**config.mk**
```make
export PLATFORM = sky130hd
export DESIGN_NAME = fp_div_seq
export DESIGN_NICKNAME = d
export VERILOG_FILES = /design/src/rtl/fp_div_seq.sv
export SDC_FILE = /design/constraint.sdc
export NUM_CORES = 1
export LEC_CHECK = 0
export ABC_AREA = 1
export BUFFER_PORTS_ARGS = -buffer_cell sky130_fd_sc_hd__clkbuf_2
export CAP_MARGIN = 10
export CORE_MARGIN = 1
export CORE_UTILIZATION = 45
export DETAILED_ROUTE_END_ITERATION = 10
export PLACE_DENSITY = 0.69
export SYNTH_ARGS = -nofsm -noshare
export SYNTH_HDL_FRONTEND = slang
export SYNTH_SLANG_ARGS = --single-unit
```
**constraint.sdc**
```tcl
create_clock -name clk -period 4.8 [get_ports clk]
set_input_delay 0.48 -clock clk [delete_from_list [all_inputs] [get_ports clk]]
set_output_delay 0.48 -clock clk [all_outputs]
set_load 0.005 [all_outputs]
```
**src/rtl/fp_div_seq.sv**
```systemverilog
// fp_div_seq: iterative binary32 divider z = a / b, one restoring quotient bit per cycle.
// Define FP_DIV_EARLY_OUT_EN to let special operands skip DIVIDE/ROUND via SPECIAL.
package rnd_enum;
    typedef enum logic [2:0] {
        IEEE_near = 3'd0,
        IEEE_zero = 3'd1,
        IEEE_pinf = 3'd2,
        IEEE_ninf = 3'd3,
        near_up   = 3'd4,
        away_zero = 3'd5
    } rnd_t;
endpackage

module fp_div_seq
    import rnd_enum::*;
(
    input  logic        clk,
    input  logic        rst_n,
    input  logic        start,
    input  logic [31:0] a,
    input  logic [31:0] b,
    input  logic [2:0]  rnd,
    output logic        busy,
    output logic        done,
    output logic [31:0] z,
    output logic [7:0]  status
);
    typedef enum logic [2:0] {IDLE, PREP, DIVIDE, ROUND, SPECIAL, DONE} state_t;

    state_t             state_q, state_d;
    logic [31:0]        a_q, a_d, b_q, b_d;
    logic [2:0]         rnd_q, rnd_d;
    logic               sign_q, sign_d;
    logic signed [9:0]  exp_q, exp_d;
    logic [24:0]        rem_q, rem_d;
    logic [23:0]        dvs_q, dvs_d;
    logic [25:0]        quo_q, quo_d;
    logic [4:0]         cnt_q, cnt_d;
    logic               spc_q, spc_d;
    logic [31:0]        res_z_q, res_z_d, z_q, z_d;
    logic [7:0]         res_st_q, res_st_d, status_q, status_d;
    logic               done_q, done_d, busy_q, busy_d;

    logic a_zero, b_zero, a_inf, b_inf, a_nan, b_nan, op_sign;
    logic spc_hit;
    logic [31:0] spc_z;
    logic [7:0]  spc_st;

    assign a_zero  = a_q[30:23] == 8'h00;
    assign b_zero  = b_q[30:23] == 8'h00;
    assign a_inf   = a_q[30:23] == 8'hFF && a_q[22:0] == 23'd0;
    assign b_inf   = b_q[30:23] == 8'hFF && b_q[22:0] == 23'd0;
    assign a_nan   = a_q[30:23] == 8'hFF && a_q[22:0] != 23'd0;
    assign b_nan   = b_q[30:23] == 8'hFF && b_q[22:0] != 23'd0;
    assign op_sign = a_q[31] ^ b_q[31];

    // Priority order matters: inf/0 is an infinite dividend, not a divide-by-zero.
    always_comb begin
        spc_hit = 1'b1;
        spc_z   = 32'd0;
        spc_st  = 8'h00;
        if (a_nan || b_nan || (a_zero && b_zero) || (a_inf && b_inf)) begin
            spc_z  = 32'h7FC0_0000;
            spc_st = 8'h20;
        end else if (b_zero && !a_inf) begin
            spc_z  = {op_sign, 8'hFF, 23'd0};
            spc_st = 8'h42;
        end else if (a_inf) begin
            spc_z  = {op_sign, 8'hFF, 23'd0};
            spc_st = 8'h40;
        end else if (a_zero || b_inf) begin
            spc_z  = {op_sign, 31'd0};
            spc_st = 8'h80;
        end else begin
            spc_hit = 1'b0;
        end
    end

    logic        ge;
    logic [23:0] trial;

    assign ge    = rem_q >= {1'b0, dvs_q};
    assign trial = rem_q[23:0] - dvs_q;

    logic              hi, guard, sticky, inexact, inc, away;
    logic [23:0]       mant;
    logic [24:0]       mant_r;
    logic [22:0]       frac;
    logic signed [9:0] exp_r;
    logic [31:0]       rnd_z;
    logic [7:0]        rnd_st;

    always_comb begin
        hi      = quo_q[25];
        mant    = hi ? quo_q[25:2] : quo_q[24:1];
        guard   = hi ? quo_q[1] : quo_q[0];
        sticky  = (hi & quo_q[0]) | (rem_q != 25'd0);
        inexact = guard | sticky;
        inc     = rnd_q == IEEE_near ? guard & (sticky | mant[0]) :
                  rnd_q == IEEE_pinf ? inexact & ~sign_q :
                  rnd_q == IEEE_ninf ? inexact & sign_q :
                  rnd_q == near_up   ? guard :
                  rnd_q == away_zero ? inexact : 1'b0;
        away    = rnd_q == IEEE_near || rnd_q == near_up || rnd_q == away_zero ||
                  (rnd_q == IEEE_pinf && !sign_q) || (rnd_q == IEEE_ninf && sign_q);
        mant_r  = {1'b0, mant} + 25'(inc);
        frac    = mant_r[24] ? mant_r[23:1] : mant_r[22:0];
        exp_r   = exp_q - 10'(!hi) + 10'(mant_r[24]);
        if (exp_r > 10'sd254) begin
            rnd_z  = away ? {sign_q, 31'h7F80_0000} : {sign_q, 31'h7F7F_FFFF};
            rnd_st = away ? 8'h4C : 8'h0C;
        end else if (exp_r < 10'sd1) begin
            rnd_z  = away ? {sign_q, 31'h0080_0000} : {sign_q, 31'd0};
            rnd_st = away ? 8'h14 : 8'h94;
        end else begin
            rnd_z  = {sign_q, exp_r[7:0], frac};
            rnd_st = {5'd0, inexact, 2'd0};
        end
    end

    always_comb begin
        state_d  = state_q;
        a_d      = a_q;
        b_d      = b_q;
        rnd_d    = rnd_q;
        sign_d   = sign_q;
        exp_d    = exp_q;
        rem_d    = rem_q;
        dvs_d    = dvs_q;
        quo_d    = quo_q;
        cnt_d    = cnt_q;
        spc_d    = spc_q;
        res_z_d  = res_z_q;
        res_st_d = res_st_q;
        z_d      = z_q;
        status_d = status_q;
        done_d   = 1'b0;
        case (state_q)
            IDLE: if (start) begin
                a_d     = a;
                b_d     = b;
                rnd_d   = rnd;
                state_d = PREP;
            end
            PREP: begin
                sign_d   = op_sign;
                exp_d    = $signed({2'b00, a_q[30:23]}) - $signed({2'b00, b_q[30:23]}) + 10'sd127;
                rem_d    = {2'b01, a_q[22:0]};
                dvs_d    = {1'b1, b_q[22:0]};
                quo_d    = 26'd0;
                cnt_d    = 5'd0;
                spc_d    = spc_hit;
                res_z_d  = spc_z;
                res_st_d = spc_st;
`ifdef FP_DIV_EARLY_OUT_EN
                state_d  = spc_hit ? SPECIAL : DIVIDE;
`else
                state_d  = DIVIDE;
`endif
            end
            DIVIDE: begin
                rem_d   = ge ? {trial, 1'b0} : {rem_q[23:0], 1'b0};
                quo_d   = {quo_q[24:0], ge};
                cnt_d   = cnt_q + 5'd1;
                state_d = cnt_q == 5'd25 ? ROUND : DIVIDE;
            end
            ROUND: begin
                if (!spc_q) begin
                    res_z_d  = rnd_z;
                    res_st_d = rnd_st;
                end
                state_d = DONE;
            end
            SPECIAL: state_d = DONE;
            DONE: begin
                z_d      = res_z_q;
                status_d = res_st_q;
                done_d   = 1'b1;
                state_d  = IDLE;
            end
            default: state_d = IDLE;
        endcase
        busy_d = state_d != IDLE || state_q == DONE;
    end

    always_ff @(posedge clk or negedge rst_n) begin
        if (!rst_n) begin
            state_q  <= IDLE;
            a_q      <= '0;
            b_q      <= '0;
            rnd_q    <= '0;
            sign_q   <= 1'b0;
            exp_q    <= '0;
            rem_q    <= '0;
            dvs_q    <= '0;
            quo_q    <= '0;
            cnt_q    <= '0;
            spc_q    <= 1'b0;
            res_z_q  <= '0;
            res_st_q <= '0;
            z_q      <= '0;
            status_q <= '0;
            done_q   <= 1'b0;
            busy_q   <= 1'b0;
        end else begin
            state_q  <= state_d;
            a_q      <= a_d;
            b_q      <= b_d;
            rnd_q    <= rnd_d;
            sign_q   <= sign_d;
            exp_q    <= exp_d;
            rem_q    <= rem_d;
            dvs_q    <= dvs_d;
            quo_q    <= quo_d;
            cnt_q    <= cnt_d;
            spc_q    <= spc_d;
            res_z_q  <= res_z_d;
            res_st_q <= res_st_d;
            z_q      <= z_d;
            status_q <= status_d;
            done_q   <= done_d;
            busy_q   <= busy_d;
        end
    end

    assign busy   = busy_q;
    assign done   = done_q;
    assign z      = z_q;
    assign status = status_q;
endmodule

```
**After elaboration in Yosys (flattened, before gate mapping)**

Cells that the tools add are included.

- $add $sub $neg: 7
- $lt $le $gt $ge: 3
- Equal/unequal tests: 13
- Mux-type cells: 40
- Bitwise logic cells: 9
- Reduce and logical (&&, ||, !) cells: 36

Operators with widths:

| cell | count |
|---|---|
| $mux W32 | 5 |
| $mux W24 | 3 |
| $mux W8 | 8 |
| $pmux W32 S2 | 1 |
| $mux W31 | 2 |
| $pmux W26 S2 | 1 |
| $pmux W25 S2 | 1 |
| $logic_not A23 Y1 | 2 |
| $reduce_bool A23 Y1 | 2 |
| $add A24 B1 Y25 | 1 |
| $ge A25 B24 Y1 | 1 |
| $mux W25 | 1 |
| $reduce_bool A25 Y1 | 1 |
| $sub A24 B24 Y24 | 1 |
| $mux W23 | 1 |
| $eq A8 B8 Y1 const B | 2 |
| $logic_not A8 Y1 | 2 |
| $pmux W8 S2 | 1 |
| $eq A3 B2 Y1 const B | 4 |
| $eq A3 B3 Y1 const B | 4 |
| $mux W1 | 12 |
| $pmux W3 S4 | 1 |
| $add A10 B1 Y10 | 1 |
| $add A9 B8 Y10 const B | 1 |
| 23 further kinds | 49 |

- Register bits: 244
- Input bits: 70
- Output and inout bits: 42
- Word-level logic and storage cells: 125

**Longest topological paths before layout**

Gate-level depths: netlist (run 1).

- Depth in word-level cells: 15
- Gate-level depth with buffers: 37

**Least setup slack after synthesis (run 1)**

Ideal clock, no wire load.

- Path type: register -> register
- Start point: reg quo_q[25]
- End point: reg res_z_q[11]
- Library setup time: 134 ps
- Data arrival time: 4760 ps
- Slack: -94 ps
- Cell stages (with the launch flop): 30
- Path through: dfrtp_1 buf_6 buf_2 buf_2 o21ai_0 inv_1 o21ai_0 a21oi_1 o21ai_0 ha_1 ha_1 nand2_1 nor2_4 nand4_1 nor4_1 nand4_1 ha_1 inv_1 ha_1 fa_1 or2_2 nor2_1 nand3_1 nor2_1 nand4_1 nand4_1 clkbuf_1 o21ai_0 nand2_1 o21ai_0

- Longest elaborated chain between the ends: 15
- Elaborated cells on any way between the ends: 25
- Those cells by class: add/sub: 3; order compare: 2; mux: 12; bitwise: 7; reduce/logical: 1

RTL lines:

| item | RTL line | text |
|---|---|---|
| start: declaration | 37 | `logic [25:0] quo_q, quo_d;` |
| start signal: assignment | 214 | `quo_q <= quo_d;` |
| $and A1 B1 Y1 | 97 | `sticky = (hi & quo_q[0]) \| (rem_q != 25'd0);` |
| $or A1 B1 Y1 | 97 |  |
| $or A1 B1 Y1 | 98 | `inexact = guard \| sticky;` |
| $mux W1 | 103 | `rnd_q == away_zero ? inexact : 1'b0;` |
| $mux W1 | 102 | `rnd_q == near_up ? guard :` |
| $mux W1 | 101 | `rnd_q == IEEE_ninf ? inexact & sign_q :` |
| $mux W1 | 100 | `rnd_q == IEEE_pinf ? inexact & ~sign_q :` |
| $mux W1 | 99 | `inc = rnd_q == IEEE_near ? guard & (sticky \| mant[0]) :` |
| $add A24 B1 Y25 | 106 | `mant_r = {1'b0, mant} + 25'(inc);` |
| $add A10 B1 Y10 | 108 | `exp_r = exp_q - 10'(!hi) + 10'(mant_r[24]);` |
| $lt A10 B2 Y1 | 112 | `end else if (exp_r < 10'sd1) begin` |
| $mux W31 | 112 |  |
| $mux W31 * | 109 | `if (exp_r > 10'sd254) begin` |
| $mux W32 * | 168 | `if (!spc_q) begin` |
| $pmux W32 S2 * | 138 | `case (state_q)` |
| end signal: assignment | 217 | `res_z_q <= res_z_d;` |
| end: declaration | 40 | `logic [31:0] res_z_q, res_z_d, z_q, z_d;` |

Every way passes the cells marked *; elsewhere a longest branch is shown, timed or not. The select of a mux whose other input is x is not followed.
A chain may end at the register's enable or synchronous reset.

**Worst setup path in the final report (run 1)**

- Start point: reg rem_q[11]
- End point: reg res_z_q[5]

- Longest elaborated chain between the ends: 15
- Elaborated cells on any way between the ends: 21
- Those cells by class: add/sub: 2; order compare: 2; mux: 10; bitwise: 6; reduce/logical: 1

RTL lines:

| item | RTL line | text |
|---|---|---|
| start: declaration | 35 | `logic [24:0] rem_q, rem_d;` |
| start signal: assignment | 212 | `rem_q <= rem_d;` |
| $reduce_bool A25 Y1 * | 97 |  |
| $or A1 B1 Y1 * | 97 |  |
| $or A1 B1 Y1 | 98 |  |
| $mux W1 | 103 |  |
| $mux W1 | 102 |  |
| $mux W1 | 101 |  |
| $mux W1 | 100 |  |
| $mux W1 * | 99 |  |
| $add A24 B1 Y25 * | 106 |  |
| $add A10 B1 Y10 | 108 |  |
| $lt A10 B2 Y1 | 112 |  |
| $mux W31 | 112 |  |
| $mux W31 * | 109 |  |
| $mux W32 * | 168 |  |
| $pmux W32 S2 * | 138 |  |

Marks and branches as above.

==> flow_summary.json, run 1 <==
{
  "power.density_mw_per_mm2": 813,
  "peakVddDrop_mv": 0.435,
  "ys_types": 54,
  "cap_violations": 1,
  "cp_common_cell": "nand4_1",
  "cp.arrival_ns": 4.96,
  "num_antenna_cells": 0,
  "hpwl_mm": 28.0,
  "grt_max_degree": 151,
  "clock-sinks": 242,
  "rr_worst_depth": 28,
  "fin_crit_ns": 4.58,
  "dr.pass1.iters": 5,
  "hold_slack_ns": 0.173,
  "max-clock-path-buffers": 3,
  "tritoncts": "built",
  "postLayoutCellArea_sq_mm": 0.0163,
  "crit_fanout": 5,
  "vias_per_cell": 5.24,
  "gp_congestion": 0.992,
  "synth-seq-cells": 242,
  "ys_warn_count": 0,
  "synth_area_sq_mm": 0.0141,
  "hold_path.class": "in2reg",
  "fin_skew_ns": 0.0118,
  "holdPathStages": 2,
  "drt_iter0_markers": 944,
  "grt_pass1_vias": 12100,
  "initial_core_util_pct": 46.0,
  "synth_cells": 1881,
  "drc": 0,
  "dieArea_sq_mm": 0.0320,
  "worst_pin_slew_ns": 1.62,
  "crit_required_ns": 5.17,
  "clk_pin_slew_ns": 0.06,
  "io_buffers": 110,
  "synth_fp_nets": 2001,
  "io_pins": 112,
  "placed_cell_area_sq_mm": 0.0151,
  "track_usage_pct": 24.1,
  "die_w_um": 179,
  "coreArea_sq_mm": 0.0307,
  "yosysSeqAreaShare_pct": 43.0,
  "clockRootBuffer": "clkbuf_16",
  "status": "finished, violations left",
  "vias": 12600,
  "finalHoldViolCount": 0,
  "grt_pass1_wl_mm": 61.3,
  "nFillCells": 2965,
  "fin_crit_sh_pct": 95.5,
  "area_delta_synth_final_pct": 15.8,
  "gr-total-overflow": 0,
  "routed_wl_mm": 37.9,
  "antenna_found_initial": 0,
  "final_nets": 2115,
  "finalSetupViolations": 0,
  "clk_latency_ns": 0.54,
  "htree_levels": 1,
  "avgRoutedWirePerCell_um": 15.7,
  "start_kind": "register",
  "ant_nets": 0,
  "clock.fmax_ghz": 0.218,
  "cpPeakStageDelay_ns": 0.44,
  "crit_slowest_cell": "fa_2",
  "worst_setup_path_end_kind": "register",
  "slew_headroom_pct": -8.61,
  "p_leak_nw": 8.06,
  "final_max_slew_viol_count": 7,
  "row_count": 64,
  "cts_made_buffers": 27,
  "final_layout_size_suffix_gt1_share_pct": 14.9,
  "worst-setup-path-type": "reg2reg",
  "violations": "max-capacitance violations, max-slew violations",
  "syn_avg_cell_area_sq_um": 7.49,
  "dieHeight_um": 179
}
worst max-delay path, delay by kind of cell, from the launching register on:
| family | cells | cell delay [ns] |
|---|---|---|
| DFF | 1 | 0.40 |
| adders and majority gates | 5 | 1.19 |
| AOI/OAI and AO/OA | 4 | 0.46 |
| buffers and inverters | 3 | 0.34 |
| and+or+nand+nor | 16 | 2.03 |
state kept, by name, summed over array words and instances (netlist names):
signal	cells
rem_q	25
b_q	32
sign_q	1
exp_q	10
quo_q	26
busy	1
dvs_q	24
spc_q	1
done	1
a_q	32
state_q	3
res_st_q	7
rnd_q	3
cnt_q	5
z	32
res_z_q	32
status	7
metrics by stage:
| step | cells | setup TNS [ns] | util (%) | total power (W) | setup slack (ns) |
|---|---|---|---|---|---|
| floorplan | 1881 | 0 | - | 0.00868 | 0.0201 |
| global placement | 2348 | 0 | 49.2 | 0.0105 | 0.131 |
| detailed placement | 2348 | -0.0181 | 49.2 | 0.0106 | -0.0117 |
| CTS | 2398 | 0 | 52.3 | 0.0128 | 0.0338 |
| global route | 2411 | -0.161 | 53.2 | 0.0145 | -0.0385 |
| finish | 2411 | 0 | 53.2 | 0.0133 | 0.216 |
synth_stat cells (all sizes together):
cell type	count	area, sq um
o211ai	3	22.5
ha	47	588
nor3	19	105
mux2	10	113
or2	9	56.3
a221oi	1	8.76
o22ai	38	238
nand3	81	415
nor2	191	764
o2111ai	1	8.76
conb	1	3.75
fa	3	60.1
clkbuf	44	165
a21oi	124	624
o21bai	6	45.0
nand3b	2	15.0
o21a	1	7.51
o311ai	1	8.76
nand4	50	328
a31oi	4	25.0
xor2	29	254
o21ai	162	837
nor4	11	68.8
xnor2	13	114
o32ai	2	17.5
a22o	1	8.76
and3	1	6.26
buf	26	178
dfrtp	242	6060
nand2	489	1900
a31o	1	8.76
inv	259	975
a22oi	1	7.51
a21o	4	30.0
a21boi	4	33.8
report_power, final:
part | switching, W | internal, W
sequential | 0.000535 | 0.00291
combinational | 0.00493 | 0.00277
clock | 0.000837 | 0.00130
total | 0.00630 | 0.00697
placed cells by master, fill, tap and decap left out, drive strengths merged, types with 6 or more instances in the layout:
| master | instances |
|---|---|
| a21oi | 124 |
| buf | 41 |
| clkbuf | 149 |
| dfrtp | 242 |
| ha | 47 |
| inv | 261 |
| mux2 | 10 |
| nand2 | 491 |
| nand3 | 81 |
| nand4 | 50 |
| nor2 | 191 |
| nor3 | 19 |
| nor4 | 11 |
| o21ai | 162 |
| o21bai | 6 |
| o22ai | 38 |
| or2 | 9 |
| xnor2 | 13 |
| xor2 | 29 |
per-layer routing:
metal,vias to the layer above,global-route usage (%),part of all wire [%]
met1,5882,32.7,46
li1,6330,-,-
met5,-,0,0
met2,336,38.5,45
met3,94,3.12,4.9
met4,0,10.3,4.3
timing repair:
| item | in CTS | in global routing |
|---|---|---|
| cloned | 0 | 4 |
| hold endpoints to repair | 33 | 0 |
| hold buffers | 1 | 0 |
| setup endpoints to repair | 5 | 36 |
| gates resized for setup | 1 | 49 |
| pin swaps | 0 | 16 |
| buffers inserted | 0 | 9 |
path summary, 6_finish.rpt:
path,slack (ns),startpoint,endpoint
worst min-delay path,0.17,a[26],a_q[26]
worst max register to register,0.22,rem_q[11],res_z_q[5]
worst max-delay path,0.22,rem_q[11],res_z_q[5]
worst min register to register,0.46,dvs_q[23],dvs_q[23]
max in group asynchronous,3.06,rst_n,b_q[4]
min in group asynchronous,0.53,rst_n,busy
layout make-up:
class                   instances  area (sq um)  share of cell area, %
clock buffers                  38           787                   4.82
clock inverters                11           143                  0.874
inverters                     259           982                   6.02
multi-input cells            1312          6910                   42.3
flip-flops and latches        242          6060                   37.1
well taps                     396           495                   3.03
repair buffers                153           950                   5.82
cell families after synthesis:
family	share of synthesized area (%)
buffers and inverters	9.35
flip-flops	43.0
AND/OR/NAND/NOR	25.9
multiplexers	0.799
other	0.0266
XOR/XNOR	2.61
AO/OA/AOI/OAI	13.7
adder cells (fa/ha/maj)	4.60
Power figures use the tool's default switching activity.
==> run 2, diff against run 1 <==
==> constraint.sdc (replaced) <==
create_clock -name clk -period 3.9 [get_ports clk]
set_input_delay 0.39 -clock clk [delete_from_list [all_inputs] [get_ports clk]]
set_output_delay 0.39 -clock clk [all_outputs]
set_load 0.005 [all_outputs]
==> run 2 against run 1 <==
Combinational power is 39% higher. Hold slack lost 0.098 ns. Critical endpoint is now res_z_q[21]. Largest cell class unchanged. The run ends with negative setup slack left. Register-to-register slack lost 0.99 ns. Critical path type unchanged. Largest power group unchanged. Routed wire length grew 2.9%. Clock-buffer cell count shrank 2. Sequential share of layout area fell by 1.6 points.
==> flow_summary.json, run 2 (same netlist as run 1, synthesis figures left out) <==
{
  "clock.fmax_ghz": 0.214,
  "clk_latency_ns": 0.55,
  "reg2reg_from": "rem_q[10]",
  "worst_slack_ns": -0.778,
  "coreArea_sq_mm": 0.0307,
  "grt_max_degree": 98,
  "grt_pass1_wl_mm": 63.3,
  "gr-total-overflow": 0,
  "cp_common_cell": "nand4_1",
  "initial_core_util_pct": 46.0,
  "grt_setup_unrepaired": "true",
  "clockRootBuffer": "clkbuf_16",
  "clk_pin_slew_ns": 0.06,
  "crit_fanout": 5,
  "io_buffers": 110,
  "avgRoutedWirePerCell_um": 15.7,
  "fin_skew_ns": 0.0207,
  "drc": 0,
  "fin_crit_ns": 4.68,
  "drt-met1-wl_mm": 17.5,
  "hp-start": "a[25]",
  "dieHeight_um": 179,
  "finalSetupViolations": 36,
  "postLayoutCellArea_sq_mm": 0.0171,
  "routed.top_layer": "met4",
  "p_leak_nw": 8.45,
  "area_delta_synth_final_pct": 21.0,
  "tritoncts": "built",
  "layout_common_cells": "nand2_1 (461), inv_1 (248), dfrtp_1 (241)",
  "cp.arrival_ns": 5.07,
  "cpPeakStageDelay_ns": 0.44,
  "io_pins": 112,
  "slew_headroom_pct": 4.99,
  "r2r_slack_ns": -0.78,
  "vias": 13000,
  "fin_crit_sh_pct": 120,
  "pre_cts_slack_ns": -0.885,
  "peakVddDrop_mv": 0.524,
  "num_antenna_cells": 0,
  "ant_nets": 0,
  "whs_endpoint": "a_q[25]",
  "die_w_um": 179,
  "final_layout_size_suffix_gt1_share_pct": 19.5,
  "vias_per_cell": 5.23,
  "power.density_mw_per_mm2": 1020,
  "dieArea_sq_mm": 0.0320,
  "worst_pin_slew_ns": 1.41,
  "finalHoldViolCount": 0,
  "crit_slowest_cell": "fa_2",
  "final_nets": 2198,
  "r2r-end": "res_z_q[21]",
  "hold_path.class": "in2reg",
  "hpwl_mm": 28.6,
  "clock-sinks": 242,
  "drt_iter0_markers": 794,
  "max-clock-path-buffers": 3,
  "violations": "negative setup slack",
  "start_kind": "register",
  "htree_levels": 1,
  "wl_met2_mm": 19.0,
  "routed_wl_mm": 39.0,
  "cap_violations": 0,
  "layout.cells.most_common": "nand2_1",
  "final_max_slew_viol_count": 0,
  "worst-setup-path-type": "reg2reg",
  "antenna_found_initial": 0,
  "cts_made_buffers": 27,
  "crit_required_ns": 4.29,
  "route.met3.wl_mm": 1.40,
  "holdPathStages": 2,
  "grt_pass1_vias": 12700,
  "row_count": 64,
  "gp_congestion": 0.930,
  "placed_cell_area_sq_mm": 0.0158,
  "rr_worst_depth": 29,
  "status": "finished, violations left",
  "dr.pass1.iters": 5,
  "track_usage_pct": 24.7,
  "worst_setup_path_end_kind": "register"
}
run 2: power by group:
group / total, W / switching, W / internal (W) / leakage [nW]
clock: 0.00249 / 0.00102 / 0.00147 / 0.420
combinational: 0.0107 / 0.00657 / 0.00412 / 5.07
sequential: 0.00418 / 0.000603 / 0.00358 / 2.97
run 2: worst max-delay path by stage:
stage / startpoint / to / slack [ns]
after detailed placement: rem_q[7] / res_z_q[2] / -0.89
after global routing: rem_q[7] / res_z_q[12] / -1.03
after CTS: rem_q[4] / res_z_q[21] / -0.76
after floorplan: quo_q[25] / res_z_q[8] / -0.56
final: rem_q[10] / res_z_q[21] / -0.78
after global placement: rem_q[7] / res_z_q[11] / -0.72
run 2: metrics by stage:
step	std cells	setup TNS (ns)	hold WS, ns	power [W]	utilization, %
6_report	2491	-24.45	0.0742	0.0174	55.6
5_1_grt	2491	-34.66	0.0742	0.0189	55.6
4_1_cts	2484	-24.13	0.0555	0.0168	54.9
3_5_place_dp	2431	-28.10	0.378	0.0139	51.5
3_3_place_gp	2431	-23.01	0.378	0.0137	51.5
2_1_floorplan	1881	-17.54	0.0944	0.0108	-
run 2: worst max-delay path, delay by kind of cell (launching register included):
kind / cells / cell delay, ns
AND/OR/NAND/NOR: 16 / 1.97
flip-flops: 1 / 0.39
adder cells (fa/ha/maj): 5 / 1.21
AO/OA/AOI/OAI: 4 / 0.41
buffers and inverters: 4 / 0.55
run 2: layout make-up:
| type | instances | area (sq um) |
|---|---|---|
| Inverter | 259 | 982 |
| Fill cell | 2911 | 13600 |
| Clock inverter | 10 | 109 |
| Clock buffer | 36 | 749 |
| Sequential cell | 242 | 6060 |
| Multi-Input combinational cell | 1311 | 7050 |
| Timing Repair Buffer | 237 | 1610 |
| Tap cell | 396 | 495 |
run 2: per-layer routing:
metal	vias to the layer above	GRT usage (%)
met5	-	0
met4	0	7.66
li1	6480	-
met2	325	42.9
met3	66	2.35
met1	6168	32.4
run 2: timing repair:
action	in CTS	in global routing
gates resized for setup	25	54
setup buffers	5	5
setup endpoints to repair	36	36
pin swaps	19	26
endpoints found under the hold margin	66	0
hold buffers	1	0
cloned	1	2
==> run 3, diff against run 2 <==
--- a/config.mk
+++ b/config.mk
@@ -5,7 +5,6 @@
 export SDC_FILE = /design/constraint.sdc
 export NUM_CORES = 1
 export LEC_CHECK = 0
-export ABC_AREA = 1
 export BUFFER_PORTS_ARGS = -buffer_cell sky130_fd_sc_hd__clkbuf_2
 export CAP_MARGIN = 10
 export CORE_MARGIN = 1
==> run 3 against run 2 <==
The flow still finishes with violations (negative setup slack). First-iteration DRC count shrank 11%. Core utilization fell by 0.18 points. Global-route usage is 2.9 points lower. Fmax decreased by 14%. Final area shrank 6.5%. Highest routed layer unchanged. Sequential share of layout area rose by 2.4 points.
==> flow_summary.json, run 3 <==
{
  "num_antenna_cells": 0,
  "finalSetupViolations": 36,
  "power.density_mw_per_mm2": 972,
  "worst_pin_slew_ns": 1.15,
  "cap_violations": 0,
  "p_leak_nw": 7.42,
  "io_pins": 112,
  "crit_end": "res_z_q[21]",
  "final_nets": 1704,
  "slew_headroom_pct": 22.9,
  "synth_edf_count": 0,
  "dieArea_sq_mm": 0.0300,
  "reg2reg_from": "quo_q[25]",
  "switching_share_pct": 41.6,
  "power_frac_seq_pct": 28.1,
  "synth_cells": 1407,
  "grt_pass1_vias": 10800,
  "cp.arrival_ns": 5.83,
  "synth_fp_nets": 1527,
  "clk_latency_ns": 0.54,
  "final_layout_size_suffix_gt1_share_pct": 23.7,
  "start_kind": "register",
  "hold_slack_ns": 0.0535,
  "violations": "negative setup slack",
  "clock.fmax_ghz": 0.185,
  "status": "finished, violations left",
  "hpwl_mm": 23.4,
  "max-clock-path-buffers": 3,
  "clock-sinks": 242,
  "dr.pass1.iters": 5,
  "combPwrFrac_pct": 55.8,
  "worst-setup-path-type": "reg2reg",
  "dieHeight_um": 173,
  "final_max_slew_viol_count": 0,
  "cpPeakStageDelay_ns": 0.41,
  "syn_avg_cell_area_sq_um": 9.39,
  "io_buffers": 110,
  "crit_slowest_cell": "dfrtp_1",
  "antenna_found_initial": 0,
  "path_cells": "mux2i_2 > a21oi_2 > a21oi_2 > o21a_1 > a21oi_2 > ha_2 > ha_4 > nand3_4 > nor4bb_4 > nor4bb_4 > o211ai_1 > ha_4 > inv_2 > ha_4 > fa_2 > a21o_1 > a221oi_2 > xnor2_1 > or4_1 > or3_1 > and3_4 > and3_4 > a221o_2",
  "synth-seq-cells": 242,
  "fin_util_pct": 55.4,
  "peakVddDrop_mv": 0.495,
  "grt_pass1_wl_mm": 54.4,
  "clockPowerShare_pct": 16.1,
  "cts_made_buffers": 26,
  "async_flop_share_pct": 100,
  "grt_max_degree": 78,
  "gp_congestion": 0.874,
  "synth-main-ff-cell": "dfrtp_1",
  "synth_area_sq_mm": 0.0132,
  "clk_pin_slew_ns": 0.06,
  "fin_crit_ns": 5.42,
  "layout.cells.most_common": "nand2_1",
  "startpoint": "quo_q[25]",
  "ant_nets": 0,
  "die_w_um": 173,
  "ys_top_cells_by_area": "dfrtp_1 (46%), nand2_1 (7.7%), mux2_2 (5.3%)",
  "finalHoldViolCount": 0,
  "rr_worst_depth": 23,
  "synth_top_area_share_pct": 45.9,
  "switching_power_w": 0.00645,
  "drc": 0,
  "fin_setup_tns_ns": -48.81,
  "track_usage_pct": 21.8,
  "layout_common_cells": "nand2_1 (269), dfrtp_1 (242), clkbuf_2 (109)",
  "p_int_w": 0.00905,
  "avgRoutedWirePerCell_um": 16.4,
  "grt_setup_unrepaired": "true",
  "htree_levels": 1,
  "hold_path.class": "in2reg",
  "fin_skew_ns": 0.0115,
  "yosysMostFrequentCell": "nand2_1",
  "crit_fanout": 6,
  "clockRootBuffer": "clkbuf_16",
  "coreArea_sq_mm": 0.0288,
  "fin_crit_sh_pct": 139,
  "ys_types": 69,
  "worst_slack_ns": -1.52,
  "tritoncts": "built",
  "ys_warn_count": 0,
  "row_count": 62,
  "synth_commonest_cells": "nand2_1 (270), dfrtp_1 (242), o21ai_0 (90)",
  "yosysSeqAreaShare_pct": 45.9,
  "worst_setup_path_end_kind": "register",
  "r2r-end": "res_z_q[21]",
  "vias": 10900,
  "synth_top_area_cell": "dfrtp_1",
  "gr-total-overflow": 0,
  "initial_core_util_pct": 45.9,
  "vias_per_cell": 5.49,
  "routed_wl_mm": 32.5,
  "drt_iter0_markers": 709,
  "crit_required_ns": 4.31,
  "r2r_slack_ns": -1.52,
  "area_delta_synth_final_pct": 20.8
}
==> run 3: cell count changes in the layout (fill, tap and decap cells not counted), moves of 26 or more <==
cell     delta
o22ai_1    -26
nand2_1   -192
nand4_1    -26
nand3_1    -43
nor2_1    -108
a21oi_1    -59
mux2i_1    +33
mux2_2     +52
o21ai_1    -29
inv_1     -188
==> run 3: how the worst min path moves through the flow <==
stage / cells past startpoint / slack [ns] / start / to
floorplan: 0 / 0.09 / rst_n / a_q[0]
global placement: 1 / 0.37 / rst_n / z[13]
detailed placement: 1 / 0.38 / rst_n / z[13]
CTS: 3 / 0.04 / b[24] / b_q[24]
global route: 3 / 0.06 / b[27] / b_q[27]
finish: 3 / 0.05 / b[24] / b_q[24]
==> run 3: area by class of cell <==
cell class	count	area (sq um)
multi-input combinational	1026	6820
inverter	62	233
clock buffer	36	738
fill	2599	12800
clock inverter	9	134
timing repair buffer	226	1490
tap	384	480
sequential	242	6060
==> run 3: cells by family after synthesis <==
group	share of synthesized area, %
and+or+nand+nor	17.6
other	0.0284
DFF	45.9
xor gates and xnor gates	4.18
AOI/OAI and AO/OA	15.3
buffers and inverters	4.21
adders and majority gates	4.91
muxes	7.86
==> run 3: worst max-delay path: cells and delay by family (launching register included) <==
kind / cells / cell delay [ns]
buffers and inverters: 1 / 0.04
AND/OR/NAND/NOR: 7 / 1.77
XOR/XNOR: 1 / 0.13
adder cells (fa/ha/maj): 5 / 1.17
flip-flops: 1 / 0.41
AO/OA/AOI/OAI: 8 / 1.56
multiplexers: 1 / 0.18
==> run 3: per-stage QoR <==
stage,cell area [sq um],power [W],setup slack (ns),std cells
after CTS,15900,0.0154,-1.52,1984
after detailed placement,14900,0.0125,-2.03,1929
after floorplan,13300,0.0100,-2.21,1407
final,16000,0.0155,-1.52,1985
after global placement,14900,0.0123,-1.86,1929
after global routing,16000,0.0167,-1.77,1985
==> run 3: per-layer routing <==
metal  share of wire, %  vias up  global-route usage (%)
met1                 45     5219                    29.5
li1                   -     5331                       -
met4                2.6        0                    6.01
met5                  0        -                       0
met2                 48      286                    36.9
met3                4.7       56                    2.61
==> run 3: power groups by stage <==
stage	logic [W]	clock network, W	registers [W]
5_1_grt	0.00956	0.00265	0.00450
3_3_place_gp	0.00794	0	0.00433
4_1_cts	0.00854	0.00256	0.00435
6_report	0.00865	0.00250	0.00436
2_1_floorplan	0.00582	0	0.00422
3_5_place_dp	0.00809	0	0.00439
==> run 3: timing repair <==
action,4_1_cts,5_1_grt
hold buffers,1,0
setup endpoints to repair,36,36
pin swaps,30,14
buffers inserted,7,2
cloned,2,0
endpoints found under the hold margin,65,0
resized for setup,24,9
